File: config.mk
export PLATFORM = sky130hd
export DESIGN_NAME = mem_wb_stage
export DESIGN_NICKNAME = d
export VERILOG_FILES = /design/src/rtl/mem_wb_stage.sv
export SDC_FILE = /design/constraint.sdc
export NUM_CORES = 1
export LEC_CHECK = 0
export CAP_MARGIN = 20
export CORE_MARGIN = 3
export CORE_UTILIZATION = 43
export DETAILED_ROUTE_END_ITERATION = 6
export GPL_TIMING_DRIVEN = 0
export PLACE_DENSITY = 0.8
export SLEW_MARGIN = 20
export SYNTH_ARGS = -nofsm -noshare
export SYNTH_HDL_FRONTEND = slang
export SYNTH_SLANG_ARGS = --single-unit
File: constraint.sdc
create_clock -name clk -period 2.2 [get_ports clk]
set_input_delay 0.33 -clock clk [delete_from_list [all_inputs] [get_ports clk]]
set_output_delay 0.33 -clock clk [all_outputs]
set_load 0.01 [all_outputs]
File: src/rtl/mem_wb_stage.sv
// rtl/mem_wb_stage.sv - MEM->WB pipeline register with load extraction and write-back select
module mem_wb_stage #(
  parameter logic [31:0] WB_PC_OFFSET = 32'd8,
  parameter int          CNT_W        = 32
) (
  input  logic             clk,
  input  logic             reset,
  input  logic             stall,
  input  logic             flush,
  input  logic [31:0]      PC_M,
  input  logic [31:0]      Instr_M,
  input  logic [31:0]      ALUOut_M,
  input  logic [31:0]      MD_M,
  input  logic [4:0]       WriteReg_M,
  input  logic             RegWrite_M,
  input  logic [1:0]       WDSel_M,
  output logic [31:0]      PC_W,
  output logic [31:0]      Instr_W,
  output logic [4:0]       WriteReg_W,
  output logic             RegWrite_W,
  output logic [31:0]      WD_W,
  output logic             valid_W,
  output logic             align_err_W,
  output logic [CNT_W-1:0] retired_cnt
);

  localparam logic [5:0] OP_LW  = 6'b100011;
  localparam logic [5:0] OP_LH  = 6'b100001;
  localparam logic [5:0] OP_LHU = 6'b100101;
  localparam logic [5:0] OP_LB  = 6'b100000;
  localparam logic [5:0] OP_LBU = 6'b100100;

  logic [31:0] alu_w;
  logic [31:0] md_w;
  logic [1:0]  wdsel_w;
  logic        regwrite_r;
  logic [5:0]  op;
  logic [1:0]  ofs;
  logic [15:0] half_sel;
  logic [7:0]  byte_sel;
  logic        leaving;

  assign op  = Instr_W[31:26];
  assign ofs = alu_w[1:0];

  // An instruction leaves W on any edge that is not a pure stall (flush overrides stall).
  assign leaving = valid_W & (flush | ~stall);

  // W register bank: flush inserts a bubble, stall holds, otherwise capture MEM.
  always_ff @(posedge clk or negedge reset) begin
    if (!reset) begin
      PC_W       <= '0;
      Instr_W    <= '0;
      alu_w      <= '0;
      md_w       <= '0;
      WriteReg_W <= '0;
      regwrite_r <= 1'b0;
      wdsel_w    <= '0;
      valid_W    <= 1'b0;
    end else if (flush) begin
      PC_W       <= '0;
      Instr_W    <= '0;
      alu_w      <= '0;
      md_w       <= '0;
      WriteReg_W <= '0;
      regwrite_r <= 1'b0;
      wdsel_w    <= '0;
      valid_W    <= 1'b0;
    end else if (!stall) begin
      PC_W       <= PC_M;
      Instr_W    <= Instr_M;
      alu_w      <= ALUOut_M;
      md_w       <= MD_M;
      WriteReg_W <= WriteReg_M;
      regwrite_r <= RegWrite_M;
      wdsel_w    <= WDSel_M;
      valid_W    <= 1'b1;
    end
  end

  // Retired-instruction counter, free-running wrap.
  always_ff @(posedge clk or negedge reset) begin
    if (!reset) begin
      retired_cnt <= '0;
    end else if (leaving) begin
      retired_cnt <= retired_cnt + {{(CNT_W-1){1'b0}}, 1'b1};
    end
  end

  // Pick the addressed half-word and byte out of the memory word.
  always_comb begin
    half_sel = ofs[1] ? md_w[31:16] : md_w[15:0];
    case (ofs)
      2'b00:   byte_sel = md_w[7:0];
      2'b01:   byte_sel = md_w[15:8];
      2'b10:   byte_sel = md_w[23:16];
      default: byte_sel = md_w[31:24];
    endcase
  end

  // Write-back data select with load extension; reserved select falls back to ALU.
  always_comb begin
    WD_W = alu_w;
    case (wdsel_w)
      2'b01: begin
        case (op)
          OP_LH:   WD_W = {{16{half_sel[15]}}, half_sel};
          OP_LHU:  WD_W = {16'h0000, half_sel};
          OP_LB:   WD_W = {{24{byte_sel[7]}}, byte_sel};
          OP_LBU:  WD_W = {24'h000000, byte_sel};
          default: WD_W = md_w;
        endcase
      end
      2'b10:   WD_W = PC_W + WB_PC_OFFSET;
      default: WD_W = alu_w;
    endcase
  end

  // Misaligned loads are flagged only; data is still produced as if aligned.
  always_comb begin
    align_err_W = valid_W & (((op == OP_LW) & (ofs != 2'b00)) |
                             (((op == OP_LH) | (op == OP_LHU)) & ofs[0]));
    RegWrite_W  = valid_W & regwrite_r & (WriteReg_W != 5'd0);
  end

endmodule
* Yosys cells after proc, flatten, opt, wreduce, memory -nomap -nowiden
Cells that the tools add are included.
Storage, ports and cells: logic and storage cells 54, bits in registers 169
Operators by class: bitwise gates (word level) 10, reduce and logical (&&, ||, !) cells 3, multiplexer cells 20, equality and inequality tests 10, add/sub/neg operators 2
Operator list (number):
- $mux W32 | 8
- $pmux W32 S4 | 1
- $pmux W32 S2 | 1
- $add A32 B1 Y32 const B | 1
- $add A32 B4 Y32 const B | 1
- $eq A6 B6 Y1 const B | 5
- $pmux W8 S3 | 1
- $mux W16 | 1
- $mux W5 | 2
- $and A1 B1 Y1 | 6
- $reduce_bool A5 Y1 | 1
- $eq A2 B1 Y1 const B | 2
- $eq A2 B2 Y1 const B | 2
- $mux W1 | 4
- $mux W2 | 2
- $or A1 B1 Y1 | 3
- $logic_not A2 Y1 | 1
- $ne A2 B1 Y1 const B | 1
- $reduce_bool A2 Y1 | 1
- $not A1 Y1 | 1

* Logic depth before layout (Yosys ltp)
word-level depth 5, depth in mapped cells 7

* Worst setup path after synthesis
No wires, ideal clock.
path type reg2out, start register PC_W[5], end output port WD_W[28], path slack -0.179 ns, data arrival time 2.049 ns, cell stages (with the launch flop) 7, cell sequence dfrtp_1 nand3_2 or4_1 clkbuf_1 nor4_1 xor2_1 a221o_1
On the way: longest elaborated chain between the ends 2
Ends and longest elaborated chain:
- start, declared | line 17 | output logic [31:0] PC_W,
- start signal, assigned | line 52 | PC_W <= '0;
- start signal, assigned | line 61 | PC_W <= '0;
- start signal, assigned | line 70 | PC_W <= PC_M;
- $add A32 B4 Y32 | line 114 | 2'b10: WD_W = PC_W + WB_PC_OFFSET;
- $pmux W32 S2 | line 104 | case (wdsel_w)
- end, declared | line 21 | output logic [31:0] WD_W,
Every way passes these cells.

* Worst setup path after layout
start register PC_W[3], end output port WD_W[31]
The elaborated chain is that of the path after synthesis.

==> results_dict.tcl <==
set metrics [dict create \
    criticalPathCategory "flop to primary output" \
    fin_worst_hold_slack_ps 459 \
    multiInputGateArea_um2 4880 \
    synth-main-ff-cell "dfrtp_1" \
    ff2ff_path_depth 5 \
    area_growth_pct 60.4 \
    setup_slack_ps -788 \
    path_clk_slew_ps 80 \
    synth.avg_cell_area_um2 10.3 \
    ant_nets 0 \
    violations "DRC, setup timing" \
    clk_latency_ps 430 \
    crit_path_cell_trace "ha_4 -> nand2_2 -> or4_4 -> or3b_4 -> xor2_2 -> o221ai_2 -> buf_2" \
    antenna_found_initial 4 \
    status "finished, violations left" \
    grt_use_total_pct 28.8 \
    post-place-ws_ps -1050 \
    rows 51 \
    fin_cells 1502 \
    die-area_um2 22000 \
    final_cell_mix "clkdlybuf4s50_1 (240), nor2_1 (170), dfrtp_1 (155)" \
    finalSetupTns_ps -16840 \
    synthArstFlopShare_pct 100 \
    dpl.hpwl_um 22600 \
    dr.pass1.iters 7 \
    maxSlewViolCount 0 \
    powerDensity_nw_per_um2 622 \
    finalSetupViolCount 32 \
    ir_worst_vdd_mv 0.566 \
    yosys.area.top_type "dfrtp_1" \
    clock_path_buffers 2 \
    first_global_vias 8532 \
    routabilityCongestion 0.929 \
    regArea_um2 4250 \
    yosysSeqAreaShare_pct 48.6 \
    max_slew.worst_pin.slew_ps 825 \
    cts_max_level 4 \
    nets 1368 \
    rrSetupSlack_ps 180 \
    worstPathArrival_ps 2660 \
    synth_edf_count 0 \
    synth.distinct_cells 54 \
    grt_overflow 0 \
    timing.slew.headroom_pct 45.0 \
    drt-vias-per-instance 5.79 \
    synth_cells 849 \
    period_minus_slack_ps 2990 \
    die_y_um 148 \
    num_vias 8703 \
    drv_cap 0 \
    crit_cells 7 \
    r2r_end "retired_cnt[28]$_DFFE_PN0P_" \
    fmax_mhz 335 \
    synth_area_um2 8710 \
    cpPeakStageDelay_ps 620 \
    r2r-start "valid_W$_DFFE_PN0N_" \
    p_leak_uw 0.00634 \
    grt_pass1_wl_um 49100 \
    ys_ff_latch 169 \
    hp-class "input port to async pin" \
    routedWlPerCell_um 22.7 \
    drc_errors 2 \
    drt-initial-drc-count 823 \
    grt_start_max_net_pins 87 \
    drt-total-wl_um 34000 \
    syn_nets 993 \
    cp-end-kind "primary output" \
    drive_above_1_share_pct 24.1 \
    cts.sinks 169 \
    cp.required_ps 1870 \
    cts_made_buffers 17 \
    cts_tree "built" \
    crit_slowest_cell "or4_4" \
    cp_max_fo 7 \
    cts_root_buffer "clkbuf_16" \
    period_share_pct 136 \
    synth_warnings 0 \
    cp_top_family "simple AND/OR/NAND/NOR gates" \
    n_fill_cell 1414 \
    hold_viol_final 0 \
    start_kind "flop" \
    die_w_um 148 \
    layout_commonest_cell "clkdlybuf4s50_1" \
    yosysTopAreaCellShare_pct 48.6 \
    synth_area_leaders "dfrtp_1 (49%), mux2i_1 (17%), nor2_1 (7.6%)" \
    core_um2 19700 \
    critPathBufInv 1 \
    io_pins 276 \
    dp_cells 1390 \
    port_buffers 275 \
    finClkSkew_ps 12.4 \
    rsz0062_at_grt "yes" \
    initial_core_util_pct 44.3 \
    num_antenna_cells 0 \
]
[worst register-to-register path: stages, from the launching register on]
cell and delay (ps):
dfrtp_1 490, inv_1 180, or3_1 470, nor4_4 470, nand3_1 150, xnor2_1 160
[stage by stage]
step,instance area (um^2),utilization [%],total power [uW]
final,14000,71.1,8690
after CTS,13400,68.2,8570
after floorplan,8740,-,4230
after global placement,11800,60.2,5150
after global routing,14000,71.1,8970
after detailed placement,11900,60.4,5190
[layer usage]
metal	track usage, %	share of wire (%)	vias up
li1	-	-	3756
met1	35.5	36	4181
met2	47.2	47	619
met3	9.69	12	139
met4	10.9	4.9	8
met5	0	0.17	-
[synthesized netlist by cell type (9+ instances only)]
| cell type | instances |
|---|---|
| clkbuf_1 | 40 |
| nor3_1 | 18 |
| xor2_1 | 26 |
| a21oi_1 | 17 |
| nand4_1 | 15 |
| nand2_1 | 34 |
| xnor2_1 | 29 |
| nand3_1 | 20 |
| mux2_2 | 9 |
| nor2_1 | 176 |
| dfrtp_1 | 169 |
| a22oi_1 | 9 |
| mux2i_1 | 145 |
| o21ai_0 | 24 |
| inv_1 | 9 |
| buf_1 | 12 |
| a221o_1 | 17 |
[sequential cells by signal, summed over array words and instances (netlist names)]
name / count
Instr_W: 32
PC_W: 32
alu_w: 32
md_w: 32
retired_cnt: 32
WriteReg_W: 5
wdsel_w: 2
regwrite_r: 1
valid_W: 1
[area by class of cell]
cell class / count / area share [%]
Buffer: 48 / 2.65
Clock buffer: 18 / 3.14
Clock inverter: 14 / 1.32
Inverter: 9 / 0.269
Multi-Input combinational cell: 617 / 34.9
Sequential cell: 169 / 30.4
Tap cell: 265 / 2.37
Timing Repair Buffer: 362 / 24.9
[worst max-delay path by stage]
stage | start | endpoint | slack (ps)
6_report | PC_W[3]$_DFFE_PN0N_ | WD_W[31] | -790
5_1_grt | PC_W[3]$_DFFE_PN0N_ | WD_W[27] | -820
4_1_cts | PC_W[8]$_DFFE_PN0N_ | WD_W[31] | -720
3_5_place_dp | alu_w[0]$_DFFE_PN0N_ | WD_W[13] | -1050
3_3_place_gp | reset | PC_W[7]$_DFFE_PN0N_ | -6900
2_1_floorplan | PC_W[4]$_DFFE_PN0N_ | WD_W[31] | -110
[cells by family after synthesis]
family | Yosys count | synth area share [%]
AND/OR/NAND/NOR | 307 | 16.5
flip-flops | 169 | 48.6
multiplexers | 156 | 18.3
AO/OA/AOI/OAI | 95 | 7.70
buffers and inverters | 63 | 2.82
XOR/XNOR | 55 | 5.53
adder cells (fa/ha/maj) | 4 | 0.575
[repair_timing]
item,CTS,global route
gates resized for setup,310,78
endpoints found under the setup margin,44,68
pin swaps,25,35
hold buffers,1,0
gates cloned,2,2
hold endpoints to repair,83,0
setup buffers,47,36
[power breakdown]
group	internal [uW]	leakage [uW]	switching, uW
Sequential	3310	0.00222	269
Clock	1860	0.000310	1380
Combinational	989	0.00381	884
Total	6150	0.00634	2530
Note: power is estimated with default switching activity, not from simulation.
